$ cat src/rtl/tt_um_chandrakanth_serial_adder.sv
// Bit-serial 8-bit adder.
// Operands are loaded into A/B from ui_in. A start copies them into shift
// registers. One full-adder cell plus a carry flop then walks the bits
// LSB-first over 8 cycles. The result, carry-out and signed overflow are
// published only on the final RUN edge, so the outputs keep the previous
// result for the whole run.
module tt_um_chandrakanth_serial_adder (
  input  logic [7:0] ui_in,
  output logic [7:0] uo_out,
  input  logic [7:0] uio_in,
  output logic [7:0] uio_out,
  output logic [7:0] uio_oe,
  input  logic       ena,
  input  logic       clk,
  input  logic       rst_n
);

  localparam int DATA_W = 8;

  typedef enum logic [1:0] {IDLE, RUN, DONE} state_t;

  state_t state, state_nx;

  logic              load_a, load_b, start, cin;
  logic              any_load, start_go;
  logic [DATA_W-1:0] a_reg, b_reg;
  logic [DATA_W-1:0] a_sh, b_sh, sum_sh;
  logic              carry;
  logic [2:0]        cnt;
  logic [DATA_W-1:0] result;
  logic              cout_r, ovf_r;
  logic              bit_s, bit_c;
  logic              unused_ok;

  // Sum output of the single full-adder cell.
  function automatic logic fa_sum(input logic a, input logic b, input logic c);
    return a ^ b ^ c;
  endfunction

  // Carry output of the single full-adder cell.
  function automatic logic fa_carry(input logic a, input logic b, input logic c);
    return (a & b) | (c & (a ^ b));
  endfunction

  assign load_a   = uio_in[0];
  assign load_b   = uio_in[1];
  assign start    = uio_in[2];
  assign cin      = uio_in[3];
  assign any_load = load_a | load_b;
  // A load in the same cycle wins over start.
  assign start_go = start & ~any_load;

  assign bit_s = fa_sum(a_sh[0], b_sh[0], carry);
  assign bit_c = fa_carry(a_sh[0], b_sh[0], carry);

  assign uo_out    = result;
  assign uio_out   = {ovf_r, (state == DONE), (state == RUN), cout_r, 4'b0000};
  assign uio_oe    = 8'hF0;
  assign unused_ok = &{1'b0, ena, uio_in[7:4]};

  // State register.
  always_ff @(posedge clk) begin
    if (!rst_n) state <= IDLE;
    else        state <= state_nx;
  end

  // Next-state logic. Loads and start are ignored while RUN is in progress.
  always_comb begin
    state_nx = state;
    case (state)
      IDLE:    if (start_go) state_nx = RUN;
      RUN:     if (cnt == 3'd7) state_nx = DONE;
      DONE: begin
        if (any_load)      state_nx = IDLE;
        else if (start_go) state_nx = RUN;
      end
      default: state_nx = IDLE;
    endcase
  end

  // Operand loading, the serial add step, and publishing of the result.
  always_ff @(posedge clk) begin
    if (!rst_n) begin
      a_reg  <= '0;
      b_reg  <= '0;
      a_sh   <= '0;
      b_sh   <= '0;
      sum_sh <= '0;
      carry  <= 1'b0;
      cnt    <= '0;
      result <= '0;
      cout_r <= 1'b0;
      ovf_r  <= 1'b0;
    end else begin
      case (state)
        IDLE, DONE: begin
          if (any_load) begin
            if (load_a) a_reg <= ui_in;
            if (load_b) b_reg <= ui_in;
          end else if (start) begin
            a_sh   <= a_reg;
            b_sh   <= b_reg;
            sum_sh <= '0;
            carry  <= cin;
            cnt    <= '0;
          end
        end
        RUN: begin
          a_sh   <= a_sh >> 1;
          b_sh   <= b_sh >> 1;
          sum_sh <= {bit_s, sum_sh[DATA_W-1:1]};
          carry  <= bit_c;
          // The count wraps 7->0 on the last bit, which is also the RUN->DONE edge.
          cnt    <= cnt + 3'd1;
          if (cnt == 3'd7) begin
            result <= {bit_s, sum_sh[DATA_W-1:1]};
            cout_r <= bit_c;
            // At this point, carry is the carry into bit 7 and bit_c is the carry out of it.
            ovf_r  <= carry ^ bit_c;
          end
        end
        default: ;
      endcase
    end
  end

endmodule

$ cat config.mk
export PLATFORM = sky130hd
export DESIGN_NAME = tt_um_chandrakanth_serial_adder
export DESIGN_NICKNAME = d
export VERILOG_FILES = /design/src/rtl/tt_um_chandrakanth_serial_adder.sv
export SDC_FILE = /design/constraint.sdc
export NUM_CORES = 1
export LEC_CHECK = 0
export ABC_AREA = 1
export CORE_AREA = 8 8 73 75
export DETAILED_ROUTE_END_ITERATION = 12
export DIE_AREA = 0 0 81 83
export DONT_BUFFER_PORTS = 1
export PLACE_DENSITY = 0.84
export SETUP_SLACK_MARGIN = 0.1
export SLEW_MARGIN = 25
export SYNTH_ARGS = -nofsm -noshare
export SYNTH_HDL_FRONTEND = slang
export SYNTH_SLANG_ARGS = --single-unit
$ cat constraint.sdc
create_clock -name clk -period 1.6 [get_ports clk]
set_input_delay 0.24 -clock clk [delete_from_list [all_inputs] [get_ports clk]]
set_output_delay 0.24 -clock clk [all_outputs]
set_load 0.1 [all_outputs]
==> out/metrics.cfg, run 1 <==
[outcome]
status=finished, final reports clean

[placed_design]
hpwl_um=3250
dp_cells=386
portBuffers=0
place.gp.congestion=0.787
post-place-ws_ps=183

[cells_and_area]
area_delta_synth_final_pct=4.86
antennaDiodeCount=0
fin_nets=363
drive_gt1_share_pct=16.1
fillCellCount=382
stdcell_count=394

[drt]
vias=2027
drt_wl_total_um=4810
drc=0
firstDrtPassIters=4
ant_nets=0
drt-vias-per-instance=5.14
wl_per_cell_um=12.2
dr.first_iter.drc_count=133

[yosys]
synth.area.top_cells=dfxtp_1, nor2_1, nand2_1
synthCells=338
ys_seq_area_share_pct=43.7
synth-seq-cells=55
yosysTopAreaCellShare_pct=43.7
synth_area_mm2=0.00252
syn-mean-instance-area_um2=7.46
yosys.cell_types.count=22
synth_top_area_cell=dfxtp_1
synth_warnings=0

[pwr]
vdd_ir_drop_max_uv=744
switching_share_pct=30.6
power.internal_mw=1.85
seqPwrFrac_pct=55.1
p_clk_share_pct=29.3
p_leak_nw=1.18
switchingPower_mw=0.817
p_per_area_mw_per_mm2=1010
p_comb_share_pct=15.6

[worst_setup_path]
end_kind=output pin
path_cells=inv_2 > nand2_8 > inv_4 > buf_12
r2r_start=state[0]$_SDFFE_PN0P_
critPathArrivalTime_ps=1200
max_stage_delay_ps=320
cpMaxStageDelayCell=dfxtp_1
path_class=reg -> out
crit_start=state[1]$_SDFFE_PN0P_
ff2ff_path_depth=7
cp_data_required_time_ps=1360
path_max_fanout=13
crit_path_start_kind=flip-flop

[floorplanning]
dieArea_mm2=0.00672
dieHeight_um=83
placementRows=24
core_area_mm2=0.00420
die_x_um=81
io_pins=43
start_util_pct=60.0

[sta]
fin_crit_ps=1440
hold_violations=0
period_share_pct=90.0
fin_setup_tns_ps=0
finalSetupViolations=0
setup_ws_ps=159
rsz0062_at_grt=no
finalMaxSlewViolations=0
timing.fmax_ghz=0.694
finalClockSkew_ps=12.1

[min_path]
min_from=rst_n
min_path_type=in -> reg
hold_depth=2

[global_route]
overflow=0
grt_max_degree=35
grt_pass1_vias=1886
grt_pass1_wl_um=8100
grt_usage_pct=14.7
antenna_found_initial=0

[clock_network]
cts_tree=built
clkLatencyLatePin_ps=310
htreeDepth=2
path_clk_slew_ps=100
numCtsBuffers=5
cts-root-buf=clkbuf_8
cts_buffer_depth=2
cts.sinks=55

[flow_run]
maxCapViolations=0

==> repair_timing <==
| action | CTS | global route |
|---|---|---|
| endpoints found under the setup margin | 1 | 12 |
| gates resized for setup | 3 | 4 |
| cloned | 0 | 0 |
| buffers inserted | 0 | 0 |
| pin swaps | 1 | 0 |
| hold buffers | 0 | 0 |
==> routing by layer <==
layer | track usage (%) | part of all wire [%] | routed length [µm] | up-vias
met2 | 24.7 | 48 | 2330 | 47
met1 | 16.8 | 43 | 2090 | 931
met3 | 4.53 | 7.0 | 336 | 5
li1 | - | - | - | 1044
met5 | 0 | 0 | 0 | -
met4 | 5.37 | 1.2 | 59 | 0
==> final cells by class <==
| class | instances | area, µm² | share of cell area (%) |
|---|---|---|---|
| Tap cell | 52 | 65.1 | 2.46 |
| Clock buffer | 5 | 68.8 | 2.60 |
| Multi-Input combinational cell | 235 | 1130 | 42.9 |
| Timing Repair Buffer | 17 | 144 | 5.44 |
| Inverter | 27 | 106 | 4.02 |
| Clock inverter | 3 | 22.5 | 0.852 |
| Sequential cell | 55 | 1100 | 41.7 |
==> worst paths after layout <==
kind,endpoint,slack [ps]
worst min-delay path,a_sh[0]$_SDFFE_PN0P_,40
worst max register to register,a_sh[1]$_SDFFE_PN0P_,190
worst min register to register,uo_out[4]$_SDFFE_PN0P_,470
worst max-delay path,uio_out[5],160
==> cell usage after synthesis, drive strengths merged <==
cell and count:
a21oi 24, buf 25, clkbuf 6, conb 2, dfxtp 55, fa 1
ha 2, inv 27, nand2 68, nand3 30, nor2 67, o21ai 31
==> layout by cell type (no fill, tap or decap), drive strengths merged <==
cell and count:
ha 2, dfxtp 55, a21oi 24, buf 17
clkbuf 5, nand2 68, o21ai 31, conb 12
clkinv 2, nand3 30, nor2 67, inv 28
fa 1
==> power groups by stage <==
stage / logic, mW / clock network, mW / registers, mW
final: 0.417 / 0.782 / 1.47
after global routing: 0.464 / 0.849 / 1.48
after CTS: 0.415 / 0.794 / 1.47
after detailed placement: 0.408 / 0 / 1.50
after global placement: 0.401 / 0 / 1.50
after floorplan: 0.404 / 0 / 1.49
==> worst max-delay path, delay by kind of cell, from the launching register on <==
family,cells,cell delay (ps)
buffers and inverters,3,450
DFF,1,320
and+or+nand+nor,1,120
==> cells by family (layout without fill, tap and decap cells) <==
logic type	Yosys count	in the layout	synth area share, %
buffers and inverters	58	52	13.6
AND/OR/NAND/NOR	165	165	28.2
other	2	12	0.298
adder cells (fa/ha/maj)	3	3	1.79
AO/OA/AOI/OAI	55	55	12.4
flip-flops	55	55	43.7
==> per-stage QoR <==
step	area (µm²)	util, %	hold WS (ps)	power (mW)
global placement	2530	60.1	374	1.90
finish	2640	62.9	44.0	2.67
global route	2640	62.9	38.9	2.79
CTS	2630	62.5	38.6	2.68
detailed placement	2530	60.1	377	1.91
floorplan	2570	-	376	1.90
(Power assumes the default switching activity.)
==> run 2, diff against run 1 <==
- ABC_AREA: 1 -> not set
- CORE_AREA: 8 8 73 75 -> 8 8 70 72
- DIE_AREA: 0 0 81 83 -> 0 0 78 80
==> run 2 against run 1 <==
  * Critical path depth fell by 1
  * Synthesized area shrank 10%
  * Global-route usage rose by 0.074 points
  * Total power rose by 0.64%
  * Clock skew down 4.0 ps
  * Clock power up 7.8%
  * Design area shrank 4.4%
  * Clock-buffer cell count increased by 2
  * Register-to-register slack got worse by 20 ps
  * Via count fell by 12%
  * Non-clock buffer count up 8
  * Die area down 7.2%
  * Largest cell class is now flip-flops and latches
==> out/metrics.cfg, run 2 <==
[sta]
timing.fmax_ghz=0.697
worstMarginPinSlew_ps=504
period_share_pct=89.6
fin_setup_tns_ps=0
rsz0062_at_grt=yes
finalClockSkew_ps=8.15
hold_violations=0
fin_crit_ps=1430
whs_ps=48.0
finalMaxSlewViolations=0
finalSetupViolations=0
maxSlewHeadroom_pct=66.4

[floorplanning]
start_util_pct=58.7
dieArea_mm2=0.00624
dieHeight_um=80
core_area_mm2=0.00386
placementRows=23
die_x_um=78
io_pins=43

[worst_setup_path]
crit_path_start_kind=flip-flop
cp_data_required_time_ps=1360
max_stage_delay_ps=380
path_cells=buf_4 > nor2b_4 > buf_6
critPathBufInv=2
crit_family=buffers and inverters
cpMaxStageDelayCell=dfxtp_4
path_max_fanout=4
end_kind=output pin
critPathArrivalTime_ps=1190
path_class=reg -> out

[yosys]
yosys.cell_types.count=28
synth_edf_count=0
synth-async-reset-ratio_pct=0
synth_area_mm2=0.00226
synth_most_common_cell=dfxtp_1
synthCells=262
ys_seq_area_share_pct=48.6
yosys-top-cells-count=dfxtp_1, nor2_1, nand2_1
synth_top_area_cell=dfxtp_1
synth-seq-cells=55
synth.area.top_cells=dfxtp_1, mux2i_1, nor2_1
synth_warnings=0
yosysTopAreaCellShare_pct=48.6
syn-mean-instance-area_um2=8.64
synthFlopType=dfxtp_1

[min_path]
min_path_type=in -> reg

[global_route]
grt_pass1_vias=1691
overflow=0
grt_pass1_wl_um=7470
antenna_found_initial=0
grt_usage_pct=14.8
grt_max_degree=31

[clock_network]
numCtsBuffers=5
cts-root-buf=clkbuf_8
cts_buffer_depth=2
clkLatencyLatePin_ps=310
cts.sinks=55
htreeDepth=2
path_clk_slew_ps=90
cts_tree=built

[cells_and_area]
area_delta_synth_final_pct=11.6
final_area_mm2=0.00253
fin_nets=296
drive_gt1_share_pct=15.3
antennaDiodeCount=0
final_common_cell=dfxtp_1
most-common-layout-cells=dfxtp_1, nor2_1, nand2_1, nor3_1, buf_4

[drt]
firstDrtPassIters=4
dr.first_iter.drc_count=167
ant_nets=0
drt-vias-per-instance=5.48
vias=1781
drc=0
drt_wl_total_um=4640
wl_per_cell_um=14.3

[pwr]
vdd_ir_drop_max_uv=922
p_per_area_mw_per_mm2=1060
power_mw=2.69
p_leak_nw=1.02

[placed_design]
placed_cell_area_mm2=0.00237
place.gp.congestion=0.764
hpwl_um=3030
portBuffers=0

[outcome]
status=finished, final reports clean

[flow_run]
maxCapViolations=0

## run 2: worst paths after layout
kind | cells after the start | end | start | slack [ps]
worst min register to register | 2 | ovf_r$_SDFFE_PN0P_ | ovf_r$_SDFFE_PN0P_ | 460
worst max-delay path | 3 | uio_out[6] | state[0]$_SDFFE_PN0P_ | 170
worst max register to register | 2 | a_sh[0]$_SDFFE_PN0P_ | state[0]$_SDFFE_PN0P_ | 170
worst min-delay path | 1 | state[1]$_SDFFE_PN0P_ | rst_n | 50
## run 2: area by class of cell
type                    instances  area, µm²
clock buffers                   7       96.3
inverters                       5       22.5
well taps                      50       62.6
fillers                       330       1330
flip-flops and latches         55       1100
multi-input cells             182       1030
repair buffers                 25        204
clock inverters                 1       7.51
## run 2: metrics by stage
stage               setup slack [ps]  utilization (%)  std cells
floorplan                        166                -        272
global placement                 146             61.5        314
detailed placement               129             61.5        314
CTS                              102             64.5        323
global route                    62.1             65.5        325
finish                           166             65.5        325
## run 2: routing by layer
metal	routed length, µm	track usage [%]	vias to the layer above
met5	0	0	-
met4	94	7.59	0
met3	336	5.41	10
met2	2210	24.5	55
met1	2000	16.4	837
li1	-	-	879
## run 2: what timing repair did
action	in CTS	in global routing
pin swaps	0	3
setup endpoints to repair	3	19
gates cloned	0	1
resized for setup	2	6
hold buffers	0	0
endpoints found under the hold margin	0	0
setup buffers	1	1
## run 2: kinds of logic (layout without fill, tap and decap cells)
| group | Yosys count | in the layout | share of synthesized area [%] |
|---|---|---|---|
| buffers and inverters | 36 | 38 | 9.01 |
| AND/OR/NAND/NOR | 108 | 109 | 22.6 |
| AO/OA/AOI/OAI | 41 | 41 | 10.0 |
| other | 2 | 12 | 0.332 |
| multiplexers | 16 | 16 | 7.08 |
| flip-flops | 55 | 55 | 48.6 |
| adder cells (fa/ha/maj) | 3 | 3 | 1.99 |
| XOR/XNOR | 1 | 1 | 0.387 |
## run 2: worst register-to-register path: stages, from the launching register on
cell	delay (ps)
dfxtp_4	380
or4b_4	670
a311oi_1	310
## run 2: report_power, final
part | leakage [nW] | internal, mW | total, mW | switching [mW]
combinational | 0.516 | 0.113 | 0.380 | 0.267
sequential | 0.449 | 1.43 | 1.47 | 0.0338
clock | 0.0505 | 0.394 | 0.843 | 0.448
total | 1.02 | 1.94 | 2.69 | 0.749
